==> config.mk <==
export PLATFORM = sky130hd
export DESIGN_NAME = lcd_nibble_tx
export DESIGN_NICKNAME = d
export VERILOG_FILES = /design/src/rtl/lcd_pkg.sv /design/src/rtl/lcd_nibble_tx.sv
export SDC_FILE = /design/constraint.sdc
export NUM_CORES = 1
export LEC_CHECK = 0
export ABC_AREA = 1
export CAP_MARGIN = 10
export CORE_UTILIZATION = 54
export DETAILED_ROUTE_END_ITERATION = 10
export GPL_TIMING_DRIVEN = 0
export PLACE_DENSITY_LB_ADDON = 0.2
export SETUP_SLACK_MARGIN = 0.2
export SYNTH_ARGS = -nofsm -noshare
export SYNTH_HDL_FRONTEND = slang
export SYNTH_SLANG_ARGS = --single-unit
export TNS_END_PERCENT = 10
==> constraint.sdc <==
create_clock -name clk -period 4.35 [get_ports clk]
set_clock_uncertainty 0.2 [all_clocks]
set_input_delay 0.435 -clock clk [delete_from_list [all_inputs] [get_ports clk]]
set_output_delay 0.435 -clock clk [all_outputs]
set_load 0.03 [all_outputs]
==> src/rtl/lcd_pkg.sv <==
// Shared types and default 27MHz timing for the HD44780 4-bit write transmitter.
// The power-up init sequence is enabled by defining LCD_POWERUP_INIT_EN.
package lcd_pkg;

    typedef enum logic [2:0] {
        IDLE,
        SETUP,
        PULSE,
        HOLD,
        EXEC_WAIT,
        PWR_WAIT,
        INIT_NIB
    } lcd_tx_state_t;

    localparam logic [7:0] LCD_CMD_CLEAR = 8'h01;
    localparam logic [7:0] LCD_CMD_HOME  = 8'h02;
    localparam logic [3:0] LCD_INIT_NIB  = 4'h3;
    localparam logic [3:0] LCD_4BIT_NIB  = 4'h2;

    localparam int DEF_SETUP_CYC      = 2;
    localparam int DEF_PULSE_CYC      = 13;
    localparam int DEF_HOLD_CYC       = 14;
    localparam int DEF_CMD_WAIT_CYC   = 1080;
    localparam int DEF_CLEAR_WAIT_CYC = 44550;
    localparam int DEF_POWERUP_CYC    = 405000;
    localparam int DEF_INIT_GAP_CYC   = 111000;

    function automatic int max_int(input int a, input int b);
        return (a > b) ? a : b;
    endfunction

endpackage

==> src/rtl/lcd_nibble_tx.sv <==
// HD44780 4-bit write transmitter: one byte per handshake, sent as two lcd_en-strobed nibbles.
// Define LCD_POWERUP_INIT_EN to add the power-on wait and 3,3,3,2 nibble init sequence.
module lcd_nibble_tx
    import lcd_pkg::*;
#(
    parameter int SETUP_CYC      = DEF_SETUP_CYC,
    parameter int PULSE_CYC      = DEF_PULSE_CYC,
    parameter int HOLD_CYC       = DEF_HOLD_CYC,
    parameter int CMD_WAIT_CYC   = DEF_CMD_WAIT_CYC,
    parameter int CLEAR_WAIT_CYC = DEF_CLEAR_WAIT_CYC,
    parameter int POWERUP_CYC    = DEF_POWERUP_CYC,
    parameter int INIT_GAP_CYC   = DEF_INIT_GAP_CYC
) (
    input  logic       clk,
    input  logic       rst_n,
    input  logic       tx_valid,
    output logic       tx_ready,
    input  logic       tx_rs,
    input  logic [7:0] tx_data,
    output logic       init_done,
    output logic       lcd_rs,
    output logic       lcd_rw,
    output logic       lcd_en,
    output logic [3:0] lcd_data
);

    localparam int MAX_WAIT = max_int(max_int(max_int(SETUP_CYC, PULSE_CYC), max_int(HOLD_CYC, CMD_WAIT_CYC)),
                                      max_int(CLEAR_WAIT_CYC, max_int(POWERUP_CYC, INIT_GAP_CYC)));
    localparam int CNT_W = $clog2(MAX_WAIT + 1);

    typedef logic [CNT_W-1:0] cnt_t;

    // Counter load value for a phase lasting n cycles; the phase exits when the count reaches zero.
    function automatic cnt_t cyc(input int n);
        return cnt_t'(n - 1);
    endfunction

    lcd_tx_state_t state_q, state_d;
    cnt_t          cnt_q, cnt_d;
    logic [7:0]    byte_q, byte_d;
    logic          rs_q, rs_d;
    logic          sel_hi_q, sel_hi_d;
    logic          tx_ready_q, tx_ready_d;
    logic          init_done_q, init_done_d;
    logic          lcd_en_q, lcd_en_d;
    logic          lcd_rs_q, lcd_rs_d;
    logic [3:0]    lcd_data_q, lcd_data_d;
    logic          cnt_zero;
`ifdef LCD_POWERUP_INIT_EN
    logic [1:0]    init_idx_q, init_idx_d;
    logic          in_init_q, in_init_d;
`endif

    assign cnt_zero = (cnt_q == '0);

    always_comb begin
        // NOTE: every signal gets a default before the case so no path leaves it unassigned (no latches).
        state_d     = state_q;
        cnt_d       = cnt_zero ? '0 : cnt_q - cnt_t'(1);
        byte_d      = byte_q;
        rs_d        = rs_q;
        sel_hi_d    = sel_hi_q;
`ifdef LCD_POWERUP_INIT_EN
        init_done_d = init_done_q;
        init_idx_d  = init_idx_q;
        in_init_d   = in_init_q;
`else
        init_done_d = 1'b1;
`endif
        case (state_q)
            IDLE: begin
                if (tx_valid && tx_ready_q) begin
                    rs_d     = tx_rs;
                    byte_d   = tx_data;
                    sel_hi_d = 1'b1;
                    state_d  = SETUP;
                    cnt_d    = cyc(SETUP_CYC);
                end
            end
            SETUP: if (cnt_zero) begin
                state_d = PULSE;
                cnt_d   = cyc(PULSE_CYC);
            end
            PULSE: if (cnt_zero) begin
                state_d = HOLD;
                cnt_d   = cyc(HOLD_CYC);
            end
            HOLD: if (cnt_zero) begin
                if (sel_hi_q) begin
                    sel_hi_d = 1'b0;
                    state_d  = SETUP;
                    cnt_d    = cyc(SETUP_CYC);
`ifdef LCD_POWERUP_INIT_EN
                end else if (in_init_q) begin
                    state_d = INIT_NIB;
                    cnt_d   = (init_idx_q < 2'd2) ? cyc(INIT_GAP_CYC) : cyc(CMD_WAIT_CYC);
`endif
                end else begin
                    state_d = EXEC_WAIT;
                    // Clear (0x01) and home (0x02/0x03) share the long execution time.
                    cnt_d   = (!rs_q && byte_q[7:2] == LCD_CMD_CLEAR[7:2]) ? cyc(CLEAR_WAIT_CYC)
                                                                             : cyc(CMD_WAIT_CYC);
                end
            end
            EXEC_WAIT: if (cnt_zero) state_d = IDLE;
`ifdef LCD_POWERUP_INIT_EN
            PWR_WAIT: if (cnt_zero) begin
                rs_d     = 1'b0;
                byte_d   = {4'h0, LCD_INIT_NIB};
                sel_hi_d = 1'b0;
                state_d  = SETUP;
                cnt_d    = cyc(SETUP_CYC);
            end
            INIT_NIB: if (cnt_zero) begin
                if (init_idx_q == 2'd3) begin
                    init_done_d = 1'b1;
                    in_init_d   = 1'b0;
                    state_d     = IDLE;
                end else begin
                    init_idx_d = init_idx_q + 2'd1;
                    byte_d     = {4'h0, (init_idx_q == 2'd2) ? LCD_4BIT_NIB : LCD_INIT_NIB};
                    state_d    = SETUP;
                    cnt_d      = cyc(SETUP_CYC);
                end
            end
`endif
            default: state_d = IDLE;
        endcase

        // Pin values follow the next state so they are registered and aligned with state_q.
        tx_ready_d = (state_d == IDLE);
        lcd_en_d   = (state_d == PULSE);
        lcd_rs_d   = lcd_rs_q;
        lcd_data_d = lcd_data_q;
        if (state_d == SETUP) begin
            lcd_rs_d   = rs_d;
            lcd_data_d = sel_hi_d ? byte_d[7:4] : byte_d[3:0];
        end
    end

    // NOTE: sequential state uses non-blocking assignments so all flops update from pre-edge values.
    always_ff @(posedge clk or negedge rst_n) begin
        if (!rst_n) begin
`ifdef LCD_POWERUP_INIT_EN
            state_q    <= PWR_WAIT;
            cnt_q      <= cyc(POWERUP_CYC);
            init_idx_q <= 2'd0;
            in_init_q  <= 1'b1;
`else
            state_q    <= IDLE;
            cnt_q      <= '0;
`endif
            byte_q      <= 8'h00;
            rs_q        <= 1'b0;
            sel_hi_q    <= 1'b0;
            tx_ready_q  <= 1'b0;
            init_done_q <= 1'b0;
            lcd_en_q    <= 1'b0;
            lcd_rs_q    <= 1'b0;
            lcd_data_q  <= 4'h0;
        end else begin
`ifdef LCD_POWERUP_INIT_EN
            init_idx_q <= init_idx_d;
            in_init_q  <= in_init_d;
`endif
            state_q     <= state_d;
            cnt_q       <= cnt_d;
            byte_q      <= byte_d;
            rs_q        <= rs_d;
            sel_hi_q    <= sel_hi_d;
            tx_ready_q  <= tx_ready_d;
            init_done_q <= init_done_d;
            lcd_en_q    <= lcd_en_d;
            lcd_rs_q    <= lcd_rs_d;
            lcd_data_q  <= lcd_data_d;
        end
    end

    assign tx_ready  = tx_ready_q;
    assign init_done = init_done_q;
    assign lcd_rs    = lcd_rs_q;
    assign lcd_rw    = 1'b0;
    assign lcd_en    = lcd_en_q;
    assign lcd_data  = lcd_data_q;

endmodule
==> impl_metrics.csv <==
group,metric,value,unit
global_routing,grt-ovfl-total,0,
global_routing,grt_pass1_wl,7620,um
flow_run,cap_violations,0,
worst_setup_path,timing.critical_path.fanout_max,9,
logic_synthesis,synth-edff-count,0,
logic_synthesis,syn_area_per_cell,7.91,um2
die,num_io_pins,21,
detailed_routing,num_vias,1777,
logic_synthesis,synthXorXnorAreaFrac,4.71,%
logic_synthesis,synth_top_flop_cell,"dfrtp_1",
place,dp_hpwl,3280,um
global_routing,grt_pass1_vias,1721,
cells_and_area,syn2layout_area_growth,15.8,%
timing,tns,0,ps
place,io_buffers,19,
detailed_routing,post_drt_wl_per_cell,12.3,um
logic_synthesis,synth_top_family_by_area,"simple AND/OR/NAND/NOR gates",
timing,post-route-period-util,49.1,%
worst_setup_path,endpoint_kind,"register",
cts,htree_levels,2,
timing,fmax,0.468,GHz
hold_path,holdCritPathClass,"in -> async",
worst_setup_path,cp-startpoint,"cnt_q[0]",
logic_synthesis,netlist.area_leader.share,44.9,%
timing,finalSetupViolCount,0,
detailed_routing,dr_wl_met3,137,um
cts,post_cts_buffers,0,
logic_synthesis,synth.most_common_cell,"nand2_1",
die,rows,22,
cts,cts_buffer_depth,2,
worst_setup_path,ff2ff_path_depth,11,
logic_synthesis,synthTopCellsByArea,"dfrtp_1 (45%), nand2_1 (14%), nor2_1 (5.4%)",
timing,finalHoldViolations,0,
timing,worst_pin_slew,873,ps
cts,cts_tree,"done",
detailed_routing,drt_iter0_markers,109,
place,placed_area,2480,um2
detailed_routing,viasPerCell,4.98,
cells_and_area,final_cell_area,2580,um2
worst_setup_path,criticalPathCategory,"reg -> reg",
worst_setup_path,worstPathArrival,2120,ps
global_routing,grt_max_degree,41,
logic_synthesis,synthArstFlopShare,100,%
detailed_routing,drt_wl_total,4410,um
place,place_congestion,0.852,
die,die_h,66.3,um
logic_synthesis,synth_fa_ha_area_share,1.12,%
cells_and_area,drive_gt1_share,17.2,%
detailed_routing,top_layer,"met4",
logic_synthesis,synth_area,2230,um2
worst_setup_path,rr_startpoint,"cnt_q[0]",
timing,rsz0062_at_grt,"false",
detailed_routing,drc,0,
cts,cts_resized,0,
logic_synthesis,yosysWarnings,0,
cells_and_area,nets,322,
pwr,leakage,1.37,nW
pwr,power,696,uW
detailed_routing,first_pass_iters,4,
cts,clk_pin_slew,90,ps
detailed_routing,final_antenna_net_count,0,
cts,cts_made_buffers,5,
logic_synthesis,yosys.area_share.simple,35.7,%
cells_and_area,final_util,68.0,%
cts,clock-sinks,40,
pwr,power_density,269,nW/um2
cts,cts_hold_buf,0,
global_routing,antenna_found_initial,0,
worst_setup_path,r2r_slack,2210,ps
global_routing,grt_usage,23.1,%
logic_synthesis,synth_nets,296,
timing,period_needed,2140,ps
logic_synthesis,synth.distinct_cells,33,
cells_and_area,diodes,0,
logic_synthesis,synth_compound_area_share,6.17,%
timing,maxSlewHeadroom,41.8,%
logic_synthesis,yosys_register_bits,40,
logic_synthesis,ys_seq_area_share,44.9,%
pwr,peakVddDrop,0.000213,V
worst_setup_path,cp-start-kind,"register",
run_status,status,"complete, no violations",
worst_setup_path,reg2reg_to,"lcd_data[1]",
logic_synthesis,synth_mux_area_share,0,%
cts,insertion_delay,300,ps
logic_synthesis,synth_cells,282,
detailed_routing,detail_route.wirelength.met1,2030,um
worst_setup_path,worst_ep_required_time,4340,ps
cts,clockRootBuffer,"clkbuf_8",
die,core-area,3800,um2
die,die_width,66.3,um
logic_synthesis,synth_area_leader_cell,"dfrtp_1",
timing,maxSlewViolCount,0,
detailed_routing,dr_wl_met2,2200,um
logic_synthesis,synth_top_cells_by_count,"nand2_1 (81), dfrtp_1 (40), nor2_1 (32)",
die,dieArea,4390,um2
die,initial_core_util,58.7,%
-- area by class of cell --
type / instances / area, um2
clock inverters: 2 / 35.0
multi-input cells: 205 / 1070
fillers: 328 / 1210
plain buffers: 4 / 31.3
clock buffers: 6 / 72.6
flip-flops and latches: 40 / 1000
well taps: 48 / 60.1
inverters: 33 / 126
repair buffers: 19 / 185
-- stage by stage --
stage / hold WS [ps] / std cells / setup WS, ps
floorplan: -60.6 / 282 / 2490
global placement: 256 / 349 / 1680
detailed placement: 258 / 349 / 2210
CTS: 80.3 / 357 / 2200
global route: 128 / 357 / 2020
finish: 42.5 / 357 / 2210
-- layer usage --
metal / track usage (%) / vias to the layer above
met5: 0 / -
met4: 5.59 / 0
met3: 5.69 / 5
met2: 39.8 / 29
met1: 29.0 / 811
li1: - / 932
-- power by group --
group | switching [mW] | total (mW) | internal [mW] | leakage, nW
registers | 0.0000889 | 0.372 | 0.372 | 0.506
logic | 0.0103 | 0.0197 | 0.00942 | 0.806
clock network | 0.133 | 0.304 | 0.170 | 0.0552
total | 0.144 | 0.696 | 0.552 | 1.37
-- cells in the final DEF, fill, tap and decap left out, types with 2 or more instances in the layout --
cell type	instances
conb_1	2
xor2_1	9
nand2_2	8
buf_4	2
nor4_1	2
nand4_1	7
o21ai_0	2
nor2_2	8
dfrtp_1	40
nor2_4	5
nor2_1	32
xnor2_1	3
o21ai_1	4
nor3_1	3
a21oi_1	13
clkdlybuf4s50_1	18
nand2_1	81
inv_1	20
inv_2	12
clkbuf_8	5
ha_1	2
nand3_2	3
buf_2	2
nand3_1	12
-- state kept, by name, summed over array words and instances (netlist names) --
name,count
byte_q,8
cnt_q,19
init_done,1
lcd_data,4
lcd_en,1
lcd_rs,1
rs_q,1
sel_hi_q,1
state_q,3
tx_ready,1
-- worst max-delay path by stage --
stage | end | depth (start not counted)
2_1_floorplan | cnt_q[15] | 9
3_3_place_gp | lcd_data[3] | 1
3_5_place_dp | lcd_data[1] | 11
4_1_cts | lcd_data[1] | 11
5_1_grt | lcd_data[1] | 11
6_report | lcd_data[1] | 11
-- worst max-delay path, cell delays in order, from the launching register on --
cell	delay (ps)
dfrtp_1	380
inv_1	120
ha_1	230
nand2_1	70
nor2_1	240
nand3_4	180
nor2_1	130
nor2_1	70
nand3_2	160
nand2_4	90
nand2_1	90
nand2_1	60
-- kinds of logic after synthesis --
kind of cell	after synthesis
DFF	40
buffers and inverters	37
and+or+nand+nor	166
other	2
xor gates and xnor gates	12
adders and majority gates	2
AOI/OAI and AO/OA	23
Note: power is estimated with default switching activity, not from simulation.
